`config.mk`:
```
export PLATFORM = sky130hd
export DESIGN_NAME = ltc2500_sample_scheduler
export DESIGN_NICKNAME = d
export VERILOG_FILES = /design/src/rtl/ltc2500_sched_pkg.sv /design/src/rtl/ltc2500_period_timer.sv /design/src/rtl/ltc2500_sample_scheduler.sv
export SDC_FILE = /design/constraint.sdc
export NUM_CORES = 1
export LEC_CHECK = 0
export CAP_MARGIN = 10
export CORE_MARGIN = 1
export CORE_UTILIZATION = 53
export DETAILED_ROUTE_END_ITERATION = 10
export PLACE_DENSITY = 0.83
export SYNTH_ARGS = -nofsm -noshare
export SYNTH_HDL_FRONTEND = slang
export SYNTH_HIERARCHICAL = 1
export SYNTH_SLANG_ARGS = --single-unit
```
`constraint.sdc`:
```
create_clock -name clk -period 3.22 [get_ports clk]
set_input_delay 0.644 -clock clk [delete_from_list [all_inputs] [get_ports clk]]
set_output_delay 0.644 -clock clk [all_outputs]
set_load 0.02 [all_outputs]
```
`src/rtl/ltc2500_sched_pkg.sv`:
```
// rtl/ltc2500_sched_pkg.sv - shared state type, default timing constants and period clamp for the LTC2500 sample scheduler
package ltc2500_sched_pkg;

  typedef enum logic [2:0] {
    IDLE,
    SYNC,
    GUARD,
    RUN,
    DRAIN
  } state_t;

  localparam int DEF_MIN_PERIOD   = 40;
  localparam int DEF_SYNC_LEN     = 4;
  localparam int DEF_SYNC_GUARD   = 8;
  localparam int DEF_FILT_TIMEOUT = 256;

  // The programmed period is spacing-1, so the floor on the reload value is min_period-1.
  function automatic int clamp_period(input int p, input int min_period);
    return (p < min_period - 1) ? (min_period - 1) : p;
  endfunction

endpackage

```
`src/rtl/ltc2500_period_timer.sv`:
```
// rtl/ltc2500_period_timer.sv - loadable down-counter with zero strobe and clamped auto-reload
module ltc2500_period_timer
  import ltc2500_sched_pkg::*;
#(
  parameter int W          = 16,
  parameter int MIN_PERIOD = DEF_MIN_PERIOD
) (
  input  logic         clk,
  input  logic         reset,
  input  logic         load,
  input  logic [W-1:0] load_val,
  input  logic         en,
  input  logic [W-1:0] period,
  output logic         zero
);

  logic [W-1:0] cnt;
  logic [W-1:0] reload;

  assign reload = W'(clamp_period(int'(period), MIN_PERIOD));
  assign zero   = (cnt == '0);

  // Count down while enabled; reaching zero reloads so the strobe repeats every reload+1 cycles.
  always_ff @(posedge clk) begin
    if (reset) begin
      cnt <= '0;
    end else if (load) begin
      cnt <= load_val;
    end else if (en) begin
      cnt <= zero ? reload : (cnt - W'(1));
    end
  end

endmodule

```
`src/rtl/ltc2500_sample_scheduler.sv`:
```
// rtl/ltc2500_sample_scheduler.sv - LTC2500 go/sync sequencer with decimation tracking; optional LTC2500_SCHED_TIMESTAMP_EN
module ltc2500_sample_scheduler
  import ltc2500_sched_pkg::*;
#(
  parameter int PERIOD_W     = 16,
  parameter int MIN_PERIOD   = DEF_MIN_PERIOD,
  parameter int SYNC_LEN     = DEF_SYNC_LEN,
  parameter int SYNC_GUARD   = DEF_SYNC_GUARD,
  parameter int FILT_TIMEOUT = DEF_FILT_TIMEOUT,
  parameter int OVR_CNT_W    = 8
) (
  input  logic                 clk,
  input  logic                 reset,
  input  logic                 enable,
  input  logic [PERIOD_W-1:0]  period,
  input  logic [3:0]           decim_log2,
  input  logic                 resync,
  input  logic                 done,
  input  logic                 done_filt,
  output logic                 go,
  output logic                 sync_req,
  output logic                 running,
  output logic                 filt_due,
  output logic                 overrun,
  output logic [OVR_CNT_W-1:0] overrun_cnt,
  output logic                 filt_err,
  input  logic                 err_clr
`ifdef LTC2500_SCHED_TIMESTAMP_EN
  ,
  output logic [31:0]          ts_filt,
  output logic                 ts_valid
`endif
);

  localparam int PH_W = 8;
  localparam int WD_W = $clog2(FILT_TIMEOUT + 1);

  state_t          state;
  logic [PH_W-1:0] phase_cnt;
  logic            resync_pend;
  logic            busy;
  logic [3:0]      decim_lat;
  logic [14:0]     decim_cnt;
  logic [14:0]     decim_mask;
  logic            wd_armed;
  logic [WD_W-1:0] wd_cnt;

  logic timer_zero;
  logic timer_en;
  logic guard_last;
  logic run_stay;
  logic slot;
  logic slot_go;
  logic slot_skip;
  logic filt_hit;
  logic filt_err_set;

  // The last GUARD cycle doubles as the first slot so go appears in the first RUN cycle.
  assign guard_last = (state == GUARD) && enable && (phase_cnt == PH_W'(SYNC_GUARD - 1));
  // A cycle that leaves RUN never fires a slot, so nothing is issued after a resync or disable.
  assign run_stay   = (state == RUN) && enable && !resync;
  assign timer_en   = run_stay || guard_last;
  assign slot       = timer_zero && timer_en;
  assign slot_go    = slot && !busy;
  assign slot_skip  = slot && busy;
  assign decim_mask = 15'((16'd1 << decim_lat) - 16'd1);
  assign filt_hit   = slot_go && (decim_cnt == decim_mask);
  // Expiry, or a new window closing before the previous filtered read came back.
  assign filt_err_set = wd_armed && !done_filt && (filt_hit || (wd_cnt == WD_W'(1)));

  // Outside the slot window the timer is parked at 0 so the first RUN slot fires at once.
  ltc2500_period_timer #(
    .W          (PERIOD_W),
    .MIN_PERIOD (MIN_PERIOD)
  ) u_timer (
    .clk      (clk),
    .reset    (reset),
    .load     (!timer_en),
    .load_val ('0),
    .en       (timer_en),
    .period   (period),
    .zero     (timer_zero)
  );

  // Sequencing FSM: sync pulse, guard gap, run, and drain of in-flight reads.
  always_ff @(posedge clk) begin
    if (reset) begin
      state       <= IDLE;
      phase_cnt   <= '0;
      resync_pend <= 1'b0;
      decim_lat   <= '0;
      sync_req    <= 1'b0;
      running     <= 1'b0;
    end else begin
      case (state)
        IDLE: begin
          if (enable) begin
            state     <= SYNC;
            sync_req  <= 1'b1;
            phase_cnt <= '0;
          end
        end
        SYNC: begin
          if (!enable) begin
            state    <= IDLE;
            sync_req <= 1'b0;
          end else if (phase_cnt == PH_W'(SYNC_LEN - 1)) begin
            state     <= GUARD;
            sync_req  <= 1'b0;
            phase_cnt <= '0;
            decim_lat <= decim_log2;
          end else begin
            phase_cnt <= phase_cnt + PH_W'(1);
          end
        end
        GUARD: begin
          if (!enable) begin
            state <= IDLE;
          end else if (guard_last) begin
            state   <= RUN;
            running <= 1'b1;
          end else begin
            phase_cnt <= phase_cnt + PH_W'(1);
          end
        end
        RUN: begin
          if (!enable) begin
            state       <= DRAIN;
            running     <= 1'b0;
            resync_pend <= 1'b0;
          end else if (resync) begin
            state       <= DRAIN;
            running     <= 1'b0;
            resync_pend <= 1'b1;
          end
        end
        DRAIN: begin
          if (!busy && !wd_armed) begin
            if (resync_pend && enable) begin
              state     <= SYNC;
              sync_req  <= 1'b1;
              phase_cnt <= '0;
            end else begin
              state <= IDLE;
            end
            resync_pend <= 1'b0;
          end
        end
        default: begin
          state    <= IDLE;
          sync_req <= 1'b0;
          running  <= 1'b0;
        end
      endcase
    end
  end

  // Slot outcome: issue go or record an overrun; track conversion busy and the decimation phase.
  always_ff @(posedge clk) begin
    if (reset) begin
      go          <= 1'b0;
      filt_due    <= 1'b0;
      overrun     <= 1'b0;
      busy        <= 1'b0;
      overrun_cnt <= '0;
      decim_cnt   <= '0;
    end else begin
      go       <= slot_go;
      filt_due <= filt_hit;
      overrun  <= slot_skip;

      if (slot_go) begin
        busy <= 1'b1;
      end else if (done) begin
        busy <= 1'b0;
      end

      if (err_clr) begin
        overrun_cnt <= '0;
      end else if (slot_skip && (overrun_cnt != '1)) begin
        overrun_cnt <= overrun_cnt + OVR_CNT_W'(1);
      end

      if (slot_go) begin
        decim_cnt <= filt_hit ? 15'd0 : (decim_cnt + 15'd1);
      end else if ((state == SYNC) || (state == GUARD)) begin
        decim_cnt <= '0;
      end
    end
  end

  // Filtered-data watchdog: armed by each window-closing go, cleared by done_filt or expiry.
  always_ff @(posedge clk) begin
    if (reset) begin
      wd_armed <= 1'b0;
      wd_cnt   <= '0;
      filt_err <= 1'b0;
    end else begin
      if (filt_hit) begin
        wd_armed <= 1'b1;
        wd_cnt   <= WD_W'(FILT_TIMEOUT);
      end else if (done_filt) begin
        wd_armed <= 1'b0;
        wd_cnt   <= '0;
      end else if (wd_armed) begin
        if (wd_cnt == WD_W'(1)) begin
          wd_armed <= 1'b0;
          wd_cnt   <= '0;
        end else begin
          wd_cnt <= wd_cnt - WD_W'(1);
        end
      end

      if (err_clr) begin
        filt_err <= 1'b0;
      end else if (filt_err_set) begin
        filt_err <= 1'b1;
      end
    end
  end

`ifdef LTC2500_SCHED_TIMESTAMP_EN
  logic [31:0] cycle_cnt;
  logic [31:0] ts_lat;

  // Stamp each window-closing go and present the stamp when its filtered read completes.
  always_ff @(posedge clk) begin
    if (reset) begin
      cycle_cnt <= '0;
      ts_lat    <= '0;
      ts_filt   <= '0;
      ts_valid  <= 1'b0;
    end else begin
      cycle_cnt <= cycle_cnt + 32'd1;
      ts_valid  <= 1'b0;
      if (filt_hit) begin
        ts_lat <= cycle_cnt;
      end
      if (done_filt && wd_armed) begin
        ts_valid <= 1'b1;
        ts_filt  <= ts_lat;
      end
    end
  end
`endif

endmodule

```
; ---- Yosys cells after proc, flatten, opt, wreduce, memory -nomap -nowiden
; Index checks and enable logic that the tools add are counted.
[totals]
ff_bits = 72
out_inout_bits = 14
word_cells = 133
[classes]
addsub = 6
magnitude_cmp = 1
eq_ne = 19
shifts = 1
n_mux = 48
bitwise = 3
reduce_logical = 38
[op_table]
columns = op, count
row1 = 2-to-1 mux 8 bit, 7
row2 = 2-to-1 mux 15 bit, 3
row3 = 2-to-1 mux 9 bit, 4
row4 = 2-to-1 mux 16 bit, 2
row5 = case mux 8 bit (4 select lines), 1
row6 = 2-to-1 mux 3 bit, 8
row7 = 2-to-1 mux 1 bit, 19
row8 = "adder 8 x 1 -> 8 bit, second input constant", 2
row9 = zero test 16 bit, 1
row10 = "less-than comparator 16 x 6 -> 1 bit, second input constant", 1
row11 = "subtractor 16 x 1 -> 16 bit, second input constant", 1
row12 = "adder 15 x 1 -> 15 bit, second input constant", 1
row13 = equality test 15 bit, 1
row14 = case mux 3 bit (5 select lines), 1
row15 = "left shift 1 x 4 -> 15 bit, first input constant", 1
row16 = "subtractor 15 x 1 -> 15 bit, second input constant", 1
row17 = "inequality test 2 bit, second input constant", 7
row18 = logical AND 1 bit, 13
row19 = AND reduction 5 bit, 2
row20 = "equality test 9 x 1 -> 1 bit, second input constant", 1
row21 = "inequality test 3 bit, second input constant", 3
row22 = "subtractor 9 x 1 -> 9 bit, second input constant", 1
row23 = "equality test 8 x 2 -> 1 bit, second input constant", 1
row24 = "equality test 8 x 3 -> 1 bit, second input constant", 1
row25 = 19 further kinds, 33

; ---- Depth between registers and ports, before layout
[logic_depth]
ltp_word = 9
ltp_mapped = 13

; ---- Modules after synthesis
; Netlist, hierarchy kept.
[modules_own_cells]
columns = mod, instances, cells_each, area_per_inst_um2, seq_area_each_um2
row1 = ltc2500_sample_scheduler, 1, 405, 3266.9, 1121.1
row2 = ltc2500_period_timer, 1, 174, 1317.5, 320.3

; ---- Least setup slack after synthesis
; OpenSTA, ideal clock, no wires.
[synth_timing]
path_kind = register to register
from = register decim_lat[2]
to = register wd_cnt[0]
setup_time_ns = 0.130
t_arrival_ns = 3.230
required_time_ns = 3.090
setup_slack_ns = -0.140
stages_incl_launch_ff = 13
n_path_buf = 3
synth_period_minus_slack_ns = 3.360
cell_sequence = dfxtp_1 > buf_2 > clkbuf_1 > or4b_2 > ha_1 > buf_2 > or4bb_1 > a21oi_1 > nor2_1 > a211oi_1 > nand4_1 > o21ai_1 > nor2_1
[synth_between]
elab_chain_len = 5
[synth_rtl]
columns = item, line
row1 = from (decl), ltc2500_sample_scheduler.sv:42  ; logic [3:0] decim_lat;
row2 = from (signal assigned), ltc2500_sample_scheduler.sv:111  ; decim_lat <= decim_log2;
row3 = left shift 1 x 4 -> 15 bit, ltc2500_sample_scheduler.sv:66  ; assign decim_mask = 15'((16'd1 << decim_lat) - 16'd1);
row4 = subtractor 15 x 1 -> 15 bit, ltc2500_sample_scheduler.sv:66
row5 = equality test 15 bit, ltc2500_sample_scheduler.sv:67  ; assign filt_hit = slot_go && (decim_cnt == decim_mask);
row6 = logical AND 1 bit, ltc2500_sample_scheduler.sv:67
row7 = OR reduction 3 bit (no source line), n/a
row8 = to (signal assigned), ltc2500_sample_scheduler.sv:201  ; wd_cnt <= WD_W'(FILT_TIMEOUT);
row9 = to (signal assigned), ltc2500_sample_scheduler.sv:210  ; wd_cnt <= wd_cnt - WD_W'(1);
row10 = to (decl), ltc2500_sample_scheduler.sv:46  ; logic [WD_W-1:0] wd_cnt;
; Every way passes these cells.
; A chain may end at the register's enable or synchronous reset.

; ---- Worst setup path after layout
[layout_timing]
from = register decim_lat[2]
to = register decim_cnt[10]
[layout_between]
elab_chain_len = 6
[layout_rtl]
columns = item, line
row1 = left shift 1 x 4 -> 15 bit, ltc2500_sample_scheduler.sv:66
row2 = subtractor 15 x 1 -> 15 bit, ltc2500_sample_scheduler.sv:66
row3 = equality test 15 bit, ltc2500_sample_scheduler.sv:67
row4 = logical AND 1 bit, ltc2500_sample_scheduler.sv:67
row5 = 2-to-1 mux 15 bit, ltc2500_sample_scheduler.sv:185  ; decim_cnt <= filt_hit ? 15'd0 : (decim_cnt + 15'd1);
row6 = 2-to-1 mux 15 bit, ltc2500_sample_scheduler.sv:184  ; if (slot_go) begin
row7 = to (signal assigned), ltc2500_sample_scheduler.sv:185
row8 = to (decl), ltc2500_sample_scheduler.sv:43  ; logic [14:0] decim_cnt;
; Every way passes these cells.

==> impl_metrics.py <==
metrics = {
    "timing": {
        "hold_ws_ns": 0.495,
        "fin_skew_ns": 0.00898,
        "setup_tns_ns": 0,
        "rsz0062_at_grt": "no",
        "fmax_mhz": 323,
        "period_minus_slack_ns": 3.10,
        "slew_headroom": 0.294,
        "finalHoldViolCount": 0,
        "drv_slew": 0,
        "setup_viol": 0,
        "finalCritPeriodShare": 0.961,
        "tightest_slew_ns": 1.05,
    },
    "detailed_routing": {
        "vias": 4460,
        "post-route-drc-count": 0,
        "ant_nets": 0,
        "drt-pass1-iter-count": 5,
        "route.final.wire_length_mm": 11.4,
        "viasPerCell": 5.99,
        "routedWlPerCell_um": 15.3,
        "dr.first_iter.drc_count": 175,
    },
    "finish": {
        "seqCellArea_um2": 1440,
        "n_antenna_cell": 0,
        "fillers": 676,
        "finalNetCount": 669,
        "multi_input_area_um2": 3010,
        "final_common_cell": "nor2_1",
        "final_cell_mix": "nor2_1 (76), dfxtp_1 (72), a21oi_1 (43)",
        "drive_gt1_frac": 0.114,
        "instances_no_fill": 744,
        "final_core_util": 0.667,
        "area_growth_pct": 20.7,
    },
    "clock_tree": {
        "clkTransAtPathRegs_ns": 0.08,
        "clock_sinks": 72,
        "cts_made_buffers": 9,
        "holdBufCountCts": 0,
        "htree_levels": 3,
        "clock_latency_ns": 0.35,
        "cts_tree": "built",
        "clockBufferDepth": 2,
        "clockRootBuffer": "clkbuf_8",
    },
    "worst_setup_path": {
        "cpMostUsedCell": "xnor2_1",
        "worst_setup_path_start_kind": "register",
        "arrival_ns": 3.34,
        "rr_worst_depth": 11,
        "setup.worst_path.start": "decim_lat[2]",
        "worstPathMaxFanout": 8,
        "crit_required_ns": 3.47,
        "critPathBufInv": 2,
        "r2r-end": "decim_cnt[10]",
        "cp_slowest_cell": "or4_1",
        "critical_path.cell_chain": "or4_1, ha_4, buf_4, xnor2_1, xnor2_1, o21bai_2, nor4_4, a31oi_4, clkbuf_16, a21o_1, a22o_1",
        "max_stage_delay_ns": 0.60,
        "end_kind": "register",
        "cpLargestDelayFamily": "simple AND/OR/NAND/NOR gates",
        "setup.worst_path.class": "reg2reg",
        "cp-endpoint": "decim_cnt[10]",
        "regToRegStartpoint": "decim_lat[2]",
        "path_depth": 11,
        "regToRegSetupSlack_ns": 0.12,
    },
    "die": {
        "die_h_um": 95.0,
        "die_area_um2": 9030,
        "initial_core_util": 0.552,
        "die_width_um": 95.0,
        "io_pins": 41,
        "row_count": 33,
        "fp.coreArea_um2": 8300,
    },
    "global_routing": {
        "antenna_found_initial": 0,
        "grt_pass1_wl_mm": 18.3,
        "grt-ovfl-total": 0,
        "grt_start_max_net_pins": 32,
        "first_global_vias": 4071,
        "grt.total_usage": 0.258,
    },
    "power_and_ir_drop": {
        "total_leakage_power_nw": 2.12,
        "cellPowerDensity_nw_per_um2": 361,
        "total_power_w": 0.00200,
        "vdd_ir_drop_max_mv": 0.258,
    },
    "synth": {
        "yosys_warnings": 6,
        "synth.distinct_cells": 74,
        "synthCells": 579,
        "ys_seq_area_frac": 0.314,
        "synth_seq_cells": 72,
        "synthArstFlopShare": 0,
        "synth_flop_cell": "dfxtp_1",
        "syn_area_per_cell_um2": 7.92,
        "synth_edf_count": 0,
        "syn_area_um2": 4580,
    },
    "outcome": {
        "status": "complete, no violations",
    },
    "place": {
        "gp_congestion": 0.851,
        "placed_cells": 722,
        "portBuffers": 40,
        "dp_hpwl_mm": 7.80,
    },
    "worst_hold_path": {
        "hp-class": "reg2reg",
    },
    "job": {
        "drv_cap": 0,
    },
}
[layout make-up]
cell class / instances / share of cell area
multi-input cells: 464 / 0.543
flip-flops and latches: 72 / 0.260
repair buffers: 66 / 0.116
well taps: 105 / 0.0237
clock buffers: 10 / 0.0231
clock inverters: 6 / 0.0194
inverters: 21 / 0.0142
[cell families after synthesis]
group,count (synthesis),share of synthesized area
fa+ha+maj,9,0.0240
compound gates,128,0.184
flops,72,0.314
buf+inv,59,0.0549
xor+xnor,37,0.0707
simple gates,252,0.305
mux,21,0.0459
other cells,1,0.000818
[worst min-delay path by stage]
stage | startpoint | to | depth (start not counted) | slack, ns
floorplan | wd_cnt[2] | wd_cnt[2] | 2 | 0.46
global placement | running | running | 2 | 0.48
detailed placement | running | running | 2 | 0.48
CTS | running | running | 2 | 0.50
finish | running | running | 2 | 0.49
global route | wd_cnt[2] | wd_cnt[2] | 2 | 0.53
[metal layers]
metal	up-vias	wire [um]	track usage	share of wire
met5	-	0	0	0
met2	174	5470	0.437	0.48
met1	2079	4970	0.313	0.44
li1	2180	-	-	-
met3	27	668	0.0539	0.059
met4	0	253	0.111	0.022
[tightest hold or removal path, stage by stage (launching register included)]
cell     delay [ns]
dfxtp_1        0.33
a21oi_1        0.06
nor2_1         0.07
[repair_timing]
action,CTS,global route
setup endpoints to repair,0,20
gates resized for setup,0,6
buffers inserted,0,3
endpoints found under the hold margin,0,0
[report_power, final]
| part | total, W | internal (W) | switching (W) |
|---|---|---|---|
| Clock | 0.000865 | 0.000512 | 0.000352 |
| Sequential | 0.000932 | 0.000906 | 0.0000257 |
| Combinational | 0.000204 | 0.000101 | 0.000103 |
[per-stage QoR]
step           setup WS, ns  cell area, um^2
3_5_place_dp         0.0720             5180
6_report              0.124             5540
2_1_floorplan      0.000993             4670
4_1_cts              0.0522             5420
5_1_grt              0.0148             5540
3_3_place_gp          0.181             5180
[synth_stat cells, drive strengths merged (4+ instances only)]
cell / n / area share
a31oi: 9 / 0.016
nor3: 15 / 0.016
clkbuf: 24 / 0.020
o31ai: 4 / 0.0066
nand3b: 4 / 0.0066
o21ai: 22 / 0.025
o22ai: 5 / 0.0068
and3: 13 / 0.018
nor4b: 5 / 0.0096
a21oi: 44 / 0.048
dfxtp: 72 / 0.31
xnor2: 20 / 0.038
nand4: 10 / 0.017
a211oi: 6 / 0.0098
xor2: 17 / 0.032
nand2b: 9 / 0.012
nor4: 13 / 0.028
buf: 14 / 0.018
inv: 21 / 0.017
nor2: 77 / 0.063
or4: 4 / 0.0082
or3: 11 / 0.015
ha: 8 / 0.022
or4b: 4 / 0.0087
o21a: 4 / 0.0066
nand2: 35 / 0.029
nand3: 18 / 0.020
or2: 10 / 0.014
o211ai: 4 / 0.0066
mux2i: 21 / 0.046
nor3b: 8 / 0.013
nor2b: 5 / 0.0068
[flip-flops by register name (all words and copies together), names as in the netlist, 3 cells and up]
name and count:
decim_cnt 15, decim_lat 4, overrun_cnt 8, phase_cnt 8, state 3, u_timer/cnt 16
wd_cnt 9
No activity file was read; power rests on OpenSTA's default activity.
==> edit: new RTL, same flow settings <==
Add an input register stage for `enable`, `period`, `decim_log2`, `resync`, `done` and `err_clr`; this delays them by one clock. The other inputs are not delayed to match. Comments in the files are not updated.
--- a/src/rtl/ltc2500_sample_scheduler.sv
+++ b/src/rtl/ltc2500_sample_scheduler.sv
@@ -35,6 +35,22 @@
   localparam int PH_W = 8;
   localparam int WD_W = $clog2(FILT_TIMEOUT + 1);
 
+  logic enable_q;
+  logic [PERIOD_W-1:0] period_q;
+  logic [3:0] decim_log2_q;
+  logic resync_q;
+  logic done_q;
+  logic err_clr_q;
+
+  always_ff @(posedge clk) begin
+    enable_q     <= enable;
+    period_q     <= period;
+    decim_log2_q <= decim_log2;
+    resync_q     <= resync;
+    done_q       <= done;
+    err_clr_q    <= err_clr;
+  end
+
   state_t          state;
   logic [PH_W-1:0] phase_cnt;
   logic            resync_pend;
@@ -56,9 +72,9 @@
   logic filt_err_set;
 
   // The last GUARD cycle doubles as the first slot so go appears in the first RUN cycle.
-  assign guard_last = (state == GUARD) && enable && (phase_cnt == PH_W'(SYNC_GUARD - 1));
+  assign guard_last = (state == GUARD) && enable_q && (phase_cnt == PH_W'(SYNC_GUARD - 1));
   // A cycle that leaves RUN never fires a slot, so nothing is issued after a resync or disable.
-  assign run_stay   = (state == RUN) && enable && !resync;
+  assign run_stay   = (state == RUN) && enable_q && !resync_q;
   assign timer_en   = run_stay || guard_last;
   assign slot       = timer_zero && timer_en;
   assign slot_go    = slot && !busy;
@@ -78,7 +94,7 @@
     .load     (!timer_en),
     .load_val ('0),
     .en       (timer_en),
-    .period   (period),
+    .period   (period_q),
     .zero     (timer_zero)
   );
 
@@ -94,27 +110,27 @@
     end else begin
       case (state)
         IDLE: begin
-          if (enable) begin
+          if (enable_q) begin
             state     <= SYNC;
             sync_req  <= 1'b1;
             phase_cnt <= '0;
           end
         end
         SYNC: begin
-          if (!enable) begin
+          if (!enable_q) begin
             state    <= IDLE;
             sync_req <= 1'b0;
           end else if (phase_cnt == PH_W'(SYNC_LEN - 1)) begin
             state     <= GUARD;
             sync_req  <= 1'b0;
             phase_cnt <= '0;
-            decim_lat <= decim_log2;
+            decim_lat <= decim_log2_q;
           end else begin
             phase_cnt <= phase_cnt + PH_W'(1);
           end
         end
         GUARD: begin
-          if (!enable) begin
+          if (!enable_q) begin
             state <= IDLE;
           end else if (guard_last) begin
             state   <= RUN;
@@ -124,11 +140,11 @@
           end
         end
         RUN: begin
-          if (!enable) begin
+          if (!enable_q) begin
             state       <= DRAIN;
             running     <= 1'b0;
             resync_pend <= 1'b0;
-          end else if (resync) begin
+          end else if (resync_q) begin
             state       <= DRAIN;
             running     <= 1'b0;
             resync_pend <= 1'b1;
@@ -136,7 +152,7 @@
         end
         DRAIN: begin
           if (!busy && !wd_armed) begin
-            if (resync_pend && enable) begin
+            if (resync_pend && enable_q) begin
               state     <= SYNC;
               sync_req  <= 1'b1;
               phase_cnt <= '0;
@@ -171,11 +187,11 @@
 
       if (slot_go) begin
         busy <= 1'b1;
-      end else if (done) begin
+      end else if (done_q) begin
         busy <= 1'b0;
       end
 
-      if (err_clr) begin
+      if (err_clr_q) begin
         overrun_cnt <= '0;
       end else if (slot_skip && (overrun_cnt != '1)) begin
         overrun_cnt <= overrun_cnt + OVR_CNT_W'(1);
@@ -211,7 +227,7 @@
         end
       end
 
-      if (err_clr) begin
+      if (err_clr_q) begin
         filt_err <= 1'b0;
       end else if (filt_err_set) begin
         filt_err <= 1'b1;
Function: changed (Yosys sat finds a counterexample within 4 cycles, from zero or initial values and one cycle with reset high).
==> edit against the original RTL <==
  * Final cell count rose by 1.3%
  * First-iteration DRC count rose by 35%
  * Worst setup slack gained 0.42 ns
  * Final area up 2.9%
  * Routed wire length down 6.6%
  * Synthesized cell count increased by 3.3%
  * Combinational power grew 11%
  * Global-route usage fell by 3.1 points
  * Sequential power increased by 36%
  * Critical endpoint is now decim_cnt[4]$_SDFFE_PP0P_
  * Largest cell class unchanged
  * Area after synthesis grew 8.8%
  * Sequential cell count increased by 24
  * Sequential share of layout area grew 7.7 points
  * Total power grew 15%
==> edit: results <==
INSERT INTO impl_metrics (metric_group, metric, value, unit) VALUES
('routing', 'detail_route.wirelength.met1', '4.85', 'mm'),
('power', 'vdd_ir_drop_max', '0.000238', 'V'),
('synth', 'synth_xor_area_share', '8.78', '%'),
('critical_path', 'worstPathMaxFanout', '12', ''),
('global_routing', 'first_global_vias', '4022', ''),
('timing', 'clock_skew', '0.0126', 'ns'),
('power', 'power.leakage', '2.17', 'nW'),
('routing', 'met3WireLength', '456', 'um'),
('synth', 'seq_area_frac_synth', '38.5', '%'),
('global_routing', 'grt_util_met2', '38.0', '%'),
('placed_design', 'setup_slack_placement', '0.575', 'ns'),
('cells_and_area', 'biggestRegsByFlops', 'period_q x16, u_timer/cnt x16, decim_cnt x15', ''),
('placed_design', 'placed_standard_cell_area', '5500', 'sq um'),
('placed_design', 'numPlacedInstances', '739', ''),
('synth', 'postSynthAreaPerCell', '8.34', 'sq um'),
('power', 'swShare', '25.2', '%'),
('power', 'power.density', '403', 'nW/um^2'),
('status', 'run_status', 'complete, no violations', ''),
('synth', 'yosys.cell_types.count', '71', ''),
('global_routing', 'gr-usage-all-layers', '22.7', '%');
-- edit: final timing paths --
check,endpoint,slack (ns),depth (start not counted)
setup reg to reg,decim_cnt[4]$_SDFFE_PP0P_,0.55,10
hold reg to reg,decim_lat[0]$_SDFFE_PP0P_,0.47,2
hold / removal,decim_lat[0]$_SDFFE_PP0P_,0.47,2
setup / recovery,decim_cnt[4]$_SDFFE_PP0P_,0.55,10
-- edit: cells by family (layout without fill, tap and decap cells) --
group,after synthesis,in the layout
xor gates and xnor gates,50,50
buffers and inverters,52,82
DFF,96,96
muxes,19,19
other,1,16
and+or+nand+nor,269,269
AOI/OAI and AO/OA,103,103
adders and majority gates,8,8
-- edit: area by class of cell --
type	instances	area (sq um)
clock buffers	10	138
fillers	792	3500
flip-flops and latches	96	1920
repair buffers	51	483
multi-input cells	465	2890
inverters	16	60.1
clock inverters	5	63.8
well taps	111	139
